## config.mk

```make
export PLATFORM = sky130hd
export DESIGN_NAME = fp32_mul_arbiter
export DESIGN_NICKNAME = d
export VERILOG_FILES = /design/src/rtl/fp32_mul_arbiter.sv
export SDC_FILE = /design/constraint.sdc
export NUM_CORES = 2
export LEC_CHECK = 0
export ABC_AREA = 0
export ABC_CLOCK_PERIOD_IN_PS = 45000
export BUFFER_PORTS_ARGS = -buffer_cell sky130_fd_sc_hd__buf_4
export CAP_MARGIN = 20
export CORE_MARGIN = 3
export CORE_UTILIZATION = 50
export DETAILED_ROUTE_END_ITERATION = 12
export PLACE_DENSITY = 0.7
export SYNTH_ARGS = -nofsm -noshare
export SYNTH_HDL_FRONTEND = slang
export SYNTH_HIERARCHICAL = 1
export SYNTH_SLANG_ARGS = --single-unit
```

## constraint.sdc

```tcl
create_clock -name clk -period 45 [get_ports clk]
set_clock_uncertainty 0.2 [all_clocks]
set_input_delay 6.75 -clock clk [delete_from_list [all_inputs] [get_ports clk]]
set_output_delay 6.75 -clock clk [all_outputs]
set_load 0.02 [all_outputs]
```

## src/rtl/fp32_mul_arbiter.sv

```systemverilog
// fp32_mul_arbiter: round-robin sharing of one fp32 multiplier among NUM_REQ
// requesters, with a MUL_LAT-deep result pipeline and one tagged response port.
// fp32_mul is the shared combinational multiplier. Zero and denormal inputs
// give a signed zero. Inf and NaN inputs give a quiet NaN with the flag low.
// Rounding is round-to-nearest-even. Overflow gives a signed inf and underflow
// gives a signed zero, and both clear the flag.

module fp32_mul (
  input  logic [31:0] a,
  input  logic [31:0] b,
  output logic [31:0] result,
  output logic        valid
);

  logic               sign;
  logic [47:0]        prod;
  logic signed [10:0] exp_s;
  logic signed [10:0] exp_n;
  logic signed [10:0] exp_r;
  logic [22:0]        mant;
  logic               grd;
  logic               stk;
  logic [23:0]        rnd;

  // Round-to-nearest-even on the 23-bit fraction; bit 23 flags a carry-out
  function automatic logic [23:0] round_rne(input logic [22:0] m, input logic g, input logic s);
    return {1'b0, m} + 24'(g & (s | m[0]));
  endfunction

  // Multiply significands, normalise, round, then classify the exponent
  always_comb begin
    sign   = a[31] ^ b[31];
    prod   = 48'({1'b1, a[22:0]}) * 48'({1'b1, b[22:0]});
    exp_s  = $signed({3'b000, a[30:23]}) + $signed({3'b000, b[30:23]}) - 11'sd127;
    exp_n  = exp_s;
    mant   = prod[45:23];
    grd    = prod[22];
    stk    = |prod[21:0];
    if (prod[47]) begin
      exp_n = exp_s + 11'sd1;
      mant  = prod[46:24];
      grd   = prod[23];
      stk   = |prod[22:0];
    end
    rnd    = round_rne(mant, grd, stk);
    exp_r  = exp_n + (rnd[23] ? 11'sd1 : 11'sd0);
    result = {sign, exp_r[7:0], rnd[22:0]};
    valid  = 1'b1;
    if (a[30:23] == 8'hFF || b[30:23] == 8'hFF) begin
      result = 32'h7FC0_0000;
      valid  = 1'b0;
    end else if (a[30:23] == 8'h00 || b[30:23] == 8'h00) begin
      result = {sign, 31'b0};
      valid  = 1'b1;
    end else if (exp_r >= 11'sd255) begin
      result = {sign, 8'hFF, 23'b0};
      valid  = 1'b0;
    end else if (exp_r <= 11'sd0) begin
      result = {sign, 31'b0};
      valid  = 1'b0;
    end
  end

endmodule

module fp32_mul_arbiter #(
  parameter int NUM_REQ = 4,
  parameter int MUL_LAT = 2,
  parameter int ID_W    = $clog2(NUM_REQ)
) (
  input  logic                    clk,
  input  logic                    rst,
  input  logic [NUM_REQ-1:0]      req_valid,
  input  logic [NUM_REQ*32-1:0]   req_a,
  input  logic [NUM_REQ*32-1:0]   req_b,
  output logic [NUM_REQ-1:0]      req_ready,
  output logic                    rsp_valid,
  output logic [ID_W-1:0]         rsp_id,
  output logic [31:0]             rsp_result,
  output logic                    rsp_ok,
  input  logic                    rsp_ready,
  output logic [31:0]             issue_cnt
);

  logic              adv;
  logic              accept;
  logic              gnt_found;
  logic [ID_W-1:0]   gnt_idx;
  int                arb_best;
  int                arb_dist;
  logic [31:0]       mul_a;
  logic [31:0]       mul_b;
  logic [31:0]       mul_res;
  logic              mul_ok;

  logic [ID_W-1:0]   rr_ptr_q, rr_ptr_d;
  logic [31:0]       issue_cnt_q, issue_cnt_d;
  logic [MUL_LAT:1]  vld_q, vld_d;
  logic [MUL_LAT:1]  ok_q, ok_d;
  logic [ID_W-1:0]   id_q  [1:MUL_LAT];
  logic [ID_W-1:0]   id_d  [1:MUL_LAT];
  logic [31:0]       res_q [1:MUL_LAT];
  logic [31:0]       res_d [1:MUL_LAT];

  // The pipeline only moves as a whole, when its tail can be emptied
  assign adv    = !vld_q[MUL_LAT] || rsp_ready;
  assign accept = gnt_found && adv && !rst;

  // Round-robin: pick the valid requester closest at-or-after rr_ptr
  always_comb begin
    gnt_found = 1'b0;
    gnt_idx   = '0;
    arb_best  = NUM_REQ;
    arb_dist  = 0;
    for (int i = 0; i < NUM_REQ; i++) begin
      arb_dist = i - int'(rr_ptr_q);
      if (arb_dist < 0) arb_dist = arb_dist + NUM_REQ;
      if (req_valid[i] && arb_dist < arb_best) begin
        arb_best  = arb_dist;
        gnt_found = 1'b1;
        gnt_idx   = ID_W'(i);
      end
    end
  end

  // Steer the granted operands into the multiplier and raise its ready strobe
  always_comb begin
    mul_a     = '0;
    mul_b     = '0;
    req_ready = '0;
    for (int i = 0; i < NUM_REQ; i++) begin
      if (gnt_idx == ID_W'(i)) begin
        mul_a        = req_a[i*32 +: 32];
        mul_b        = req_b[i*32 +: 32];
        req_ready[i] = accept;
      end
    end
  end

  fp32_mul u_mul (
    .a      (mul_a),
    .b      (mul_b),
    .result (mul_res),
    .valid  (mul_ok)
  );

  // Next-state: shift the result pipeline on adv, bump pointer and count on accept
  always_comb begin
    vld_d       = vld_q;
    ok_d        = ok_q;
    id_d        = id_q;
    res_d       = res_q;
    rr_ptr_d    = rr_ptr_q;
    issue_cnt_d = issue_cnt_q;
    if (adv) begin
      vld_d[1] = accept;
      ok_d[1]  = mul_ok;
      id_d[1]  = gnt_idx;
      res_d[1] = mul_res;
      for (int k = 2; k <= MUL_LAT; k++) begin
        vld_d[k] = vld_q[k-1];
        ok_d[k]  = ok_q[k-1];
        id_d[k]  = id_q[k-1];
        res_d[k] = res_q[k-1];
      end
    end
    if (accept) begin
      rr_ptr_d    = (gnt_idx == ID_W'(NUM_REQ - 1)) ? '0 : gnt_idx + 1'b1;
      issue_cnt_d = issue_cnt_q + 32'd1;
    end
  end

  // Control state: stage valids, round-robin pointer, issue counter
  always_ff @(posedge clk) begin
    if (rst) begin
      vld_q       <= '0;
      rr_ptr_q    <= '0;
      issue_cnt_q <= '0;
    end else begin
      vld_q       <= vld_d;
      rr_ptr_q    <= rr_ptr_d;
      issue_cnt_q <= issue_cnt_d;
    end
  end

  // Stage data; only the output stage is cleared so rsp_* read zero after reset
  always_ff @(posedge clk) begin
    ok_q  <= ok_d;
    id_q  <= id_d;
    res_q <= res_d;
    if (rst) begin
      ok_q[MUL_LAT]  <= 1'b0;
      id_q[MUL_LAT]  <= '0;
      res_q[MUL_LAT] <= '0;
    end
  end

  assign rsp_valid  = vld_q[MUL_LAT];
  assign rsp_ok     = ok_q[MUL_LAT];
  assign rsp_id     = id_q[MUL_LAT];
  assign rsp_result = res_q[MUL_LAT];
  assign issue_cnt  = issue_cnt_q;

endmodule
```

==> reports/summary.json <==
{
  "groute.usage.overall": {"value": 30.1, "unit": "%"},
  "finalCritPeriodShare": {"value": 49.9, "unit": "%"},
  "start_kind": {"value": "input pin"},
  "timing.final.hold_violations": {"value": 0},
  "grt_setup_unrepaired": {"value": "no"},
  "clkLatencyLatePin": {"value": 0.36, "unit": "ns"},
  "cts.clk_slew.worst_paths": {"value": 0.07, "unit": "ns"},
  "synth_edf_count": {"value": 35},
  "synth.distinct_cells": {"value": 95},
  "timing.hold.worst_path_depth": {"value": 2},
  "vias_after_detailed_routing": {"value": 25200},
  "finalCoreUtilization": {"value": 56.8, "unit": "%"},
  "register_bit_total_from_synthesis": {"value": 106},
  "syn_avg_cell_area": {"value": 8.19, "unit": "um2"},
  "layout.nets": {"value": 4583},
  "critical-path-slowest-cell": {"value": "o21ai_4"},
  "synth_top_area_share": {"value": 34.1, "unit": "%"},
  "first_global_vias": {"value": 25100},
  "postRouteAntennaNets": {"value": 0},
  "post_synth_inst_count": {"value": 3457},
  "dr.first_iter.drc_count": {"value": 1854},
  "postCtsSetupBuffers": {"value": 0},
  "post_cts_hold_buffer_count": {"value": 0},
  "cts-buffers-inserted": {"value": 9},
  "post_synth_instance_area": {"value": 0.0283, "unit": "mm2"},
  "async_reset_ff_share": {"value": 0, "unit": "%"},
  "multiplexer_fraction_of_the_synthesized_cell_area": {"value": 0.402, "unit": "%"},
  "critical-path-max-stage-delay": {"value": 0.84, "unit": "ns"},
  "synthMostInstantiatedCell": {"value": "inv_1"},
  "synth_top_cells_by_area": {"value": "fa_1 34%, ha_1 8.8%, inv_1 7.5%"},
  "post_synth_most_frequent_cells": {"value": "565 x inv_1, 488 x nand2_1, 483 x fa_1"},
  "layout.filler_cells": {"value": 5227},
  "routabilityCongestion": {"value": 0.958},
  "grt_pass1_wl": {"value": 141000, "unit": "um"},
  "route.detailed.drc": {"value": 0},
  "dieHeight": {"value": 244, "unit": "um"},
  "cts_root_buffer": {"value": "clkbuf_16"},
  "clock_tree_from_tritoncts": {"value": "done"},
  "firstDrtPassIters": {"value": 6},
  "overflow": {"value": 0},
  "post_synth_and_or_nand_nor_area_fraction": {"value": 21.3, "unit": "%"},
  "report.final.setup_viol": {"value": 0},
  "hold_path.class": {"value": "register to register"},
  "post_cts_resized": {"value": 0},
  "fmax": {"value": 44.5, "unit": "MHz"},
  "placed_area": {"value": 0.0313, "unit": "mm2"},
  "final-seq-area": {"value": 0.00247, "unit": "mm2"},
  "yosysWarningCount": {"value": 6},
  "clock_path_buffers": {"value": 2},
  "ys_seq_area_share": {"value": 8.73, "unit": "%"},
  "placement_rows": {"value": 86},
  "post_synth_net_total": {"value": 4402},
  "biggest_fanout_along_the_worst_timing_path": {"value": 75},
  "ios": {"value": 335},
  "flow.area_growth_from_synthesis": {"value": 11.4, "unit": "%"},
  "pin_count_of_the_biggest_net_entering_global_routing": {"value": 76},
  "core-area": {"value": 0.0555, "unit": "mm2"},
  "reg2reg_depth": {"value": 56},
  "count_of_buffers_inserted_at_the_top_level_ports": {"value": 334},
  "max_cap_violations": {"value": 0},
  "total_die_area": {"value": 0.0595, "unit": "mm2"},
  "floorplan.die.width": {"value": 244, "unit": "um"},
  "synth_adder_area_share": {"value": 42.9, "unit": "%"},
  "tightestPinTransition": {"value": 1.04, "unit": "ns"},
  "timing.final.max_slew_violations": {"value": 0},
  "floorplan.initialDensity": {"value": 51.0, "unit": "%"},
  "xor_xnor_portion_of_the_synthesized_cell_area": {"value": 2.89, "unit": "%"},
  "routed_wire_length": {"value": 90000, "unit": "um"},
  "arrival": {"value": 22.40, "unit": "ns"},
  "drive_above_1_share": {"value": 13.2, "unit": "%"},
  "combined_area_of_the_multi_input_logic_cells": {"value": 0.0228, "unit": "mm2"},
  "max_slew_margin": {"value": 30.1, "unit": "%"},
  "detailed_place_hpwl": {"value": 73000, "unit": "um"},
  "synth-compound-area-share": {"value": 12.6, "unit": "%"},
  "htree_num_levels": {"value": 3},
  "clock_sink_count": {"value": 106},
  "layout.cells.non_filler": {"value": 4396},
  "criticalPathCategory": {"value": "input pin to register"},
  "worstPathRequired": {"value": 44.93, "unit": "ns"},
  "period_minus_slack": {"value": 22.47, "unit": "ns"},
  "number_of_antenna_violations_at_the_first_check_in_global_routing": {"value": 5},
  "post-place-cells": {"value": 4375},
  "critical_path.endpoint_type": {"value": "register"},
  "run_status": {"value": "complete, no violations"},
  "main_combinational_cell_family_by_area_after_synthesis": {"value": "adder cells"},
  "timing.setup.tns": {"value": 0, "unit": "ns"},
  "drt-wirelength-per-cell": {"value": 20.5, "unit": "um"},
  "largest_area_contributor_in_the_netlist": {"value": "fa_1"},
  "final_cell_area": {"value": 0.0315, "unit": "mm2"},
  "postSynth.topFlopCell": {"value": "dfxtp_1"},
  "post_detailed_route_via_to_cell_ratio": {"value": 5.73}
}
==> area by class of cell <==
| class | count | share of cell area [%] |
|---|---|---|
| multi-input cells | 2564 | 72.3 |
| diodes | 5 | 0.0397 |
| repair buffers | 389 | 9.26 |
| inverters | 568 | 6.76 |
| clock buffers | 9 | 0.714 |
| well taps | 748 | 2.97 |
| clock inverters | 7 | 0.171 |
| flip-flops and latches | 106 | 7.84 |
==> kinds of logic after synthesis <==
family,after synthesis
compound gates,558
buf+inv,787
fa+ha+maj,682
xor+xnor,92
simple gates,1221
mux,11
flops,106
==> flip-flops by register name, summed over array words and instances, names as in the netlist <==
register / flops
ok_q: 2
rr_ptr_q: 2
res_q: 32
vld_q: 2
rsp_result: 32
id_q: 2
rsp_id: 2
issue_cnt: 32
==> final timing paths <==
kind	end	start	slack [ns]
max	res_q[40]	req_valid[1]	22.53
min	rsp_result[8]	rsp_result[8]	0.26
max reg2reg	res_q[40]	rr_ptr_q[0]	28.53
min reg2reg	rsp_result[8]	rsp_result[8]	0.26
==> per-layer routing <==
metal,GRT usage [%],wire length [um]
met1,40.6,36900
met2,48.4,42100
met3,5.38,7200
met4,11.7,3750
met5,0,0
==> critical path: cells and delay by family <==
| kind | cells | cell delay, ns |
|---|---|---|
| AND/OR/NAND/NOR | 15 | 3.20 |
| XOR/XNOR | 1 | 0.14 |
| multiplexers | 1 | 0.08 |
| buffers and inverters | 10 | 1.77 |
| adder cells (fa/ha/maj) | 13 | 5.70 |
| AO/OA/AOI/OAI | 17 | 4.68 |
==> cells in the final DEF, fill, tap and decap left out, types with 17 or more instances in the layout <==
cell and count:
buf_4 389, nor2_1 211, o21ai_0 82, a22oi_1 64
xnor2_1 44, or3_1 18, o21ai_1 38, o21a_1 17
nand3_1 38, xor2_1 47, nor3_1 34, nand4_1 39
and3_1 17, and2_1 258, nand2_1 488, nor4_1 20
inv_1 564, dfxtp_1 71, fa_1 483, a211oi_1 19
ha_1 196, edfxtp_1 35, a21oi_1 183
==> through the flow <==
| step | hold WS (ns) | setup WS [ns] |
|---|---|---|
| after floorplan | 0.232 | 24.98 |
| after global placement | 0.241 | 22.81 |
| after detailed placement | 0.247 | 22.43 |
| after CTS | 0.259 | 22.74 |
| after global routing | 0.277 | 21.41 |
| final | 0.255 | 22.53 |
Power is left out: the tool's default activity adds up to more than one toggle a clock period on the data nets, which glitch-free logic cannot reach.
